`config.mk`:
```
export PLATFORM = sky130hd
export DESIGN_NAME = timer_irq_ctrl
export DESIGN_NICKNAME = d
export VERILOG_FILES = /design/src/rtl/timer_pkg.sv /design/src/rtl/irq_pending_bit.sv /design/src/rtl/timer_irq_ctrl.sv
export SDC_FILE = /design/constraint.sdc
export NUM_CORES = 1
export LEC_CHECK = 0
export BUFFER_PORTS_ARGS = -buffer_cell sky130_fd_sc_hd__buf_2
export CAP_MARGIN = 20
export CELL_PAD_IN_SITES_DETAIL_PLACEMENT = 0
export CELL_PAD_IN_SITES_GLOBAL_PLACEMENT = 2
export CORE_UTILIZATION = 32
export DETAILED_ROUTE_END_ITERATION = 12
export HOLD_SLACK_MARGIN = 0.06
export PLACE_DENSITY = 0.88
export SLEW_MARGIN = 15
export SYNTH_ARGS = -nofsm -noshare
export SYNTH_HDL_FRONTEND = slang
export SYNTH_SLANG_ARGS = --single-unit
```
`constraint.sdc`:
```
create_clock -name clk -period 3 [get_ports clk]
set_clock_uncertainty 0.1 [all_clocks]
set_input_delay 0.15 -clock clk [delete_from_list [all_inputs] [get_ports clk]]
set_output_delay 0.15 -clock clk [all_outputs]
set_load 0.005 [all_outputs]
```
`src/rtl/timer_pkg.sv`:
```
// Shared definitions for the timer interrupt front-end: FSM state encoding
// and channel numbering used by timer_irq_ctrl and its sub-modules.
package timer_pkg;

  localparam int NUM_TIMER_CH = 2;
  localparam int CH0          = 0;
  localparam int CH1          = 1;

  typedef enum logic [1:0] {
    IDLE    = 2'd0,
    ACTIVE  = 2'd1,
    HOLDOFF = 2'd2
  } irq_state_e;

endpackage

```
`src/rtl/irq_pending_bit.sv`:
```
// One interrupt channel: a sticky pending flop with W1C clear and an
// optional saturating counter of events that arrived while already pending.
// Optional feature macro: TIMER_IRQ_MISS_CNT_EN (miss counter present).
module irq_pending_bit
  import timer_pkg::*;
#(
  parameter int MISS_W = 8
) (
  input  logic              clk,
  input  logic              rst,
  input  logic              done,
  input  logic              clr,
  output logic              pending,
  output logic [MISS_W-1:0] miss_cnt
);

  // Pending flop: a new event beats a simultaneous clear so nothing is lost.
  always_ff @(posedge clk or posedge rst) begin
    if (rst) begin
      pending <= 1'b0;
    end else if (done) begin
      pending <= 1'b1;
    end else if (clr) begin
      pending <= 1'b0;
    end
  end

`ifdef TIMER_IRQ_MISS_CNT_EN
  // Miss counter: cleared with its pending bit, otherwise counts repeat events up to all-ones.
  always_ff @(posedge clk or posedge rst) begin
    if (rst) begin
      miss_cnt <= '0;
    end else if (clr) begin
      miss_cnt <= '0;
    end else if (done && pending && (miss_cnt != {MISS_W{1'b1}})) begin
      miss_cnt <= miss_cnt + MISS_W'(1);
    end
  end
`else
  assign miss_cnt = '0;
`endif

endmodule

```
`src/rtl/timer_irq_ctrl.sv`:
```
// Interrupt front-end for the AXI4-lite timer: latches both channel done
// pulses into pending bits, masks them, and drives one level interrupt with
// a programmable quiet period after each service.
// Optional feature macro: TIMER_IRQ_MISS_CNT_EN (per-channel miss counters).
module timer_irq_ctrl
  import timer_pkg::*;
#(
  parameter int MISS_W    = 8,
  parameter int HOLDOFF_W = 16
) (
  input  logic                 clk,
  input  logic                 rst,
  input  logic                 i_cnt0_done,
  input  logic                 i_cnt1_done,
  input  logic [1:0]           i_irq_mask,
  input  logic [HOLDOFF_W-1:0] i_holdoff,
  input  logic                 i_clr_valid,
  input  logic [1:0]           i_clr_mask,
  output logic [1:0]           o_irq_pending,
  output logic [MISS_W-1:0]    o_miss_cnt0,
  output logic [MISS_W-1:0]    o_miss_cnt1,
  output logic                 o_irq
);

  logic [NUM_TIMER_CH-1:0] done_vec;
  logic [NUM_TIMER_CH-1:0] clr_vec;
  logic                    act;
  irq_state_e              state_q;
  irq_state_e              state_d;
  logic [HOLDOFF_W-1:0]    hold_q;
  logic [HOLDOFF_W-1:0]    hold_d;

  assign done_vec = {i_cnt1_done, i_cnt0_done};
  assign clr_vec  = i_clr_valid ? i_clr_mask : '0;

  irq_pending_bit #(.MISS_W(MISS_W)) u_ch0 (
    .clk      (clk),
    .rst      (rst),
    .done     (done_vec[CH0]),
    .clr      (clr_vec[CH0]),
    .pending  (o_irq_pending[CH0]),
    .miss_cnt (o_miss_cnt0)
  );

  irq_pending_bit #(.MISS_W(MISS_W)) u_ch1 (
    .clk      (clk),
    .rst      (rst),
    .done     (done_vec[CH1]),
    .clr      (clr_vec[CH1]),
    .pending  (o_irq_pending[CH1]),
    .miss_cnt (o_miss_cnt1)
  );

  assign act   = |(o_irq_pending & i_irq_mask);
  assign o_irq = (state_q == ACTIVE);

  // State and hold-off counter registers; reset abandons any quiet period.
  always_ff @(posedge clk or posedge rst) begin
    if (rst) begin
      state_q <= IDLE;
      hold_q  <= '0;
    end else begin
      state_q <= state_d;
      hold_q  <= hold_d;
    end
  end

  // Next-state: raise on any enabled pending bit, then sit quiet for i_holdoff cycles after it drops.
  always_comb begin
    state_d = state_q;
    hold_d  = hold_q;
    case (state_q)
      IDLE: begin
        if (act) begin
          state_d = ACTIVE;
        end
      end
      ACTIVE: begin
        if (!act) begin
          if (i_holdoff == '0) begin
            state_d = IDLE;
          end else begin
            state_d = HOLDOFF;
            hold_d  = i_holdoff;
          end
        end
      end
      HOLDOFF: begin
        if (hold_q <= HOLDOFF_W'(1)) begin
          state_d = IDLE;
          hold_d  = '0;
        end else begin
          hold_d = hold_q - HOLDOFF_W'(1);
        end
      end
      default: begin
        state_d = IDLE;
        hold_d  = '0;
      end
    endcase
  end

endmodule

```
# Yosys cells after proc, flatten, opt, wreduce, memory -nomap -nowiden
# Cells that the tools add are included.
# word_totals
wordCells,35
register_bits,20
inputBits,25
# op_classes
addsub,1
n_lt_le_gt_ge,1
reduce_logical,7
n_mux,14
bitwise,2
eq_ne,6
# op_table
op,count
$mux 16,3
$pmux 16 s3,1
$le 16x1->1 const B,1
$logic_not 16->1,1
$sub 16x1->16 const B,1
$mux 2,5
$ne 2x2->1 const B,4
$pmux 2 s3,1
$reduce_and 3->1,2
$mux 1,4
$reduce_bool 2->1,2
$and 2x2->2,1
$eq 2x1->1 const B,1
$eq 2x2->1 const B,1
$logic_not 2->1,1
$reduce_or 2->1,1
$not 1->1,1

# Logic depth before layout (Yosys ltp)
# depth
word_depth,4
depth_mapped,8

# Modules after synthesis
# A second synthesis with hierarchy kept.
# unflattened
cells_unflattened,179
hier_area_um2,1581.5
# modules_own_cells
mod,cells_each,area_each_um2,instances
timer_irq_ctrl,153,1373.8,1
irq_pending_bit,13,103.8,2

# Worst setup path before layout
# OpenSTA, ideal clock, no wires.
# synth_path
path_kind,register to register
start,register state_q[1]
end,register hold_q[12]
synth_period_minus_slack_ps,2052
required_ps,2774
setup_slack_ps,948
setup_ps,126
stages_incl_launch_ff,9
n_path_buf,2
arrival_ps,1826
cell_sequence,dfrtp_1 inv_1 ha_1 clkbuf_1 inv_1 o21a_1 and2_1 clkbuf_1 a221o_1
# synth_between
elab_chain_len,3
word_cells_on_any_way,8
cone_classes,eq/ne: 4; mux: 1; bitwise: 1; reduce/logical: 2
# synth_lines
item,line_no,source
start: declaration,timer_irq_ctrl.sv:28,irq_state_e state_q;
start signal: assignment,timer_irq_ctrl.sv:63,state_q <= state_d;
$eq 2x1->1 (*),n/a,
named net o_irq,timer_irq_ctrl.sv:22,output logic o_irq
$ne 2x2->1 (no source line),n/a,
$reduce_and 3->1 (no source line),n/a,
end signal: assignment,timer_irq_ctrl.sv:64,hold_q <= hold_d;
end: declaration,timer_irq_ctrl.sv:30,logic [HOLDOFF_W-1:0] hold_q;
# Mark *: on every way through the listed nets, which the timed path passes. The rest lies on a longest branch.
# A chain may end at the register's enable or synchronous reset.

# Worst setup path in the final report
# layout_path
start,register state_q[1]
end,register hold_q[12]
# layout_between
elab_chain_len,3
word_cells_on_any_way,8
cone_classes,eq/ne: 4; mux: 1; bitwise: 1; reduce/logical: 2
# layout_lines
item,line_no,source
$eq 2x1->1 or $logic_not 2->1 (tied branches),timer_irq_ctrl.sv:72,case (state_q)
$ne 2x2->1 (no source line) or $not 1->1 (tied branches),n/a,
$reduce_and 3->1 (no source line),n/a,
# Parallel ways exist; a longest one is shown, timed or not.

==> results.sh <==
export IMPL_layout_commonest_cell="buf_2"
export IMPL_crit_path_end_kind="register"
export IMPL_grt_max_degree=21
export IMPL_synth_simple_area_share=0.203
export IMPL_synth_area_leader_cell="dfrtp_1"
export IMPL_relSlewSlack=0.437
export IMPL_insertion_delay_ps=270
export IMPL_via_per_inst=5.21
export IMPL_clk_pin_slew_ps=90
export IMPL_min_period_over_period=0.815
export IMPL_die_h_um=71.9
export IMPL_hold_path_class="input port to register"
export IMPL_wl_um=4160
export IMPL_crit_arrival_ps=2500
export IMPL_ios=44
export IMPL_synth_xor_area_frac=0
export IMPL_hold_depth=3
export IMPL_pwr_share_clk=0.129
export IMPL_overflow=0
export IMPL_worst_ep_required_time_ps=3060
export IMPL_cts_tree="yes"
export IMPL_area_growth_pct=12.7
export IMPL_synth_top_family_by_area="compound AO/OA/AOI/OAI gates"
export IMPL_dpl_hpwl_um=3110
export IMPL_antenna_found_initial=0
export IMPL_hold_slack_ps=71.8
export IMPL_cp_slowest_cell="ha_1"
export IMPL_ys_types=48
export IMPL_startpoint_type="register"
export IMPL_grt_pass1_vias=1282
export IMPL_fmax_ghz=0.409
export IMPL_irDropWorstVdd_v=0.000314
export IMPL_cts_buffers=3
export IMPL_crit_cells=6
export IMPL_post_cts_buffers=0
export IMPL_min_period_ps=2450
export IMPL_timing_critical_path_from="state_q[1]$_DFFE_PP0P_"
export IMPL_fp_dieW_um=71.9
export IMPL_drc_errors=0
export IMPL_drive_gt1_frac=0.199
export IMPL_fin_util=0.373
export IMPL_final_cell_mix="buf_2 (27), nand2_1 (21), dfrtp_1 (20), o21ai_0 (16), conb_1 (16)"
export IMPL_hp_start="i_clr_mask[1]"
export IMPL_coreArea_um2=4720
export IMPL_instances_no_fill=273
export IMPL_drt_initial_drc_count=121
export IMPL_grt_pass1_wl_um=6630
export IMPL_worstSetupPathType="register to register"
export IMPL_clock_sinks=20
export IMPL_hold_viol_final=0
export IMPL_synth_edf_count=0
export IMPL_drv_cap=0
export IMPL_worstMarginPinSlew_ps=844
export IMPL_synth_ff_type="dfrtp_1"
export IMPL_crit_top_cell="inv_1"
export IMPL_async_flop_share=1.00
export IMPL_synth_warnings=0
export IMPL_maxSlewViolCount=0
export IMPL_vias=1421
export IMPL_antenna_left=0
export IMPL_antennaDiodeCount=0
export IMPL_synth_seq_cells=20
export IMPL_pwr_share_comb=0.596
export IMPL_gp_congestion=0.869
export IMPL_internal_power_uw=844
export IMPL_dieArea_um2=5170
export IMPL_first_pass_iters=4
export IMPL_row_count=25
export IMPL_rsz0062_at_grt="no"
export IMPL_synthCells=180
export IMPL_synth_top_area_frac=0.320
export IMPL_critical_path_buf_inv_count=2
export IMPL_dpl_cell_area_um2=1680
export IMPL_cts_repair_resized=0
export IMPL_synth_compound_area_share=0.307
export IMPL_power_leakage_uw=0.000784
export IMPL_synth_area_leaders="dfrtp_1 (32%), buf_4 (9.1%), o21ai_0 (5.1%), nand2_1 (5.0%), ha_1 (4.0%)"
export IMPL_clk_path_buf_depth=2
export IMPL_port_buffers=27
export IMPL_synth_seq_area_share=0.320
export IMPL_max_stage_delay_ps=590
export IMPL_setup_violations=0
export IMPL_cp_max_fo=19
export IMPL_clockRootBuffer="clkbuf_8"
export IMPL_pwr_share_seq=0.275
export IMPL_cts_htree_levels=1
export IMPL_synthAdderAreaFrac=0.0400
export IMPL_syn_area_per_cell_um2=8.68
export IMPL_routedWlPerCell_um=15.2
export IMPL_finalNetCount=237
export IMPL_synth_area_mux_share=0
export IMPL_r2r_cells=6
export IMPL_floorplan_initialDensity=0.331
export IMPL_p_sw_frac=0.498
export IMPL_run_status="finished, final reports clean"
export IMPL_path_cells="inv_1, ha_1, inv_1, o21a_1, and2_1, a221o_1"
export IMPL_dp_cells=266
export IMPL_p_switching_uw=838
export IMPL_power_density_nw_per_um2=955
export IMPL_track_usage=0.166
export IMPL_cp_top_family="compound AO/OA/AOI/OAI gates"
export IMPL_synth_cell_area_um2=1560
export IMPL_final_cell_area_um2=1760
export IMPL_timing_rr_start="state_q[1]$_DFFE_PP0P_"
export IMPL_setup_tns_ps=0
path summary, 6_finish.rpt:
| check | end | slack [ps] |
|---|---|---|
| worst max-delay path | hold_q[12]$_DFFE_PP0P_ | 550 |
| worst min-delay path | u_ch1.pending$_DFFE_PP0P_ | 70 |
| worst max register to register | hold_q[12]$_DFFE_PP0P_ | 550 |
| worst min register to register | u_ch0.pending$_DFFE_PP0P_ | 400 |
| max in group asynchronous | hold_q[6]$_DFFE_PP0P_ | 1780 |
| min in group asynchronous | hold_q[8]$_DFFE_PP0P_ | 490 |
per-layer routing:
layer  global-route usage  routed length, µm  vias to the layer above
li1                     -                  -                      692
met1                0.246               2010                      659
met2                0.248               1780                       66
met3               0.0295                332                        4
met4               0.0436                 40                        0
met5                    0                  0                        -
stage by stage:
stage          setup slack, ps  total power (µW)
2_1_floorplan              948              1230
3_3_place_gp               661              1470
3_5_place_dp               586              1450
4_1_cts                    588              1680
5_1_grt                    420              1810
6_report                   554              1680
tightest hold or removal path: cells and delay by family:
kind | cells | cell delay (ps)
AO/OA/AOI/OAI | 1 | 100
buffers and inverters | 1 | 90
AND/OR/NAND/NOR | 1 | 50
state kept, by name, summed over array words and instances (netlist names):
register / count
u_ch0.pending: 1
hold_q: 16
state_q: 2
u_ch1.pending: 1
power by group through the flow:
stage	clock network, µW	registers [µW]	logic [µW]
after global routing	230	474	1110
final	217	463	1000
after detailed placement	0	466	988
after global placement	0	469	998
after CTS	222	461	995
after floorplan	0	436	791
final cells by class:
type,count,area (µm²)
inverter,8,30.0
sequential,20,500
fill,482,2960
timing repair buffer,31,173
multi-input combinational,143,920
clock buffer,4,55.1
tap,67,83.8
what timing repair did:
item | in CTS | in global routing
setup endpoints to repair | 0 | 0
endpoints found under the hold margin | 22 | 0
hold buffers | 3 | 0
cells in the mapped netlist (2+ instances only):
| cell | instances |
|---|---|
| o21ai_1 | 2 |
| nor3_1 | 2 |
| dfrtp_1 | 20 |
| a22o_1 | 5 |
| o211ai_1 | 2 |
| a2bb2oi_1 | 3 |
| o21a_1 | 2 |
| a22oi_1 | 3 |
| or4_1 | 2 |
| inv_1 | 8 |
| buf_4 | 19 |
| a21o_1 | 2 |
| nand3_1 | 3 |
| ha_1 | 5 |
| nand2_1 | 21 |
| a21oi_1 | 6 |
| o31a_1 | 4 |
| o21ai_0 | 16 |
| nor4_1 | 7 |
| a221o_1 | 2 |
| clkbuf_1 | 4 |
| nor3b_1 | 2 |
| o31ai_1 | 2 |
| o2bb2ai_1 | 4 |
| nor2_1 | 11 |
cell families (layout without fill, tap and decap cells):
group / count (synthesis) / after routing
DFF: 20 / 20
AOI/OAI and AO/OA: 65 / 65
and+or+nand+nor: 57 / 57
buffers and inverters: 32 / 43
adders and majority gates: 5 / 5
other: 1 / 16
No activity file was read; power rests on OpenSTA's default activity.
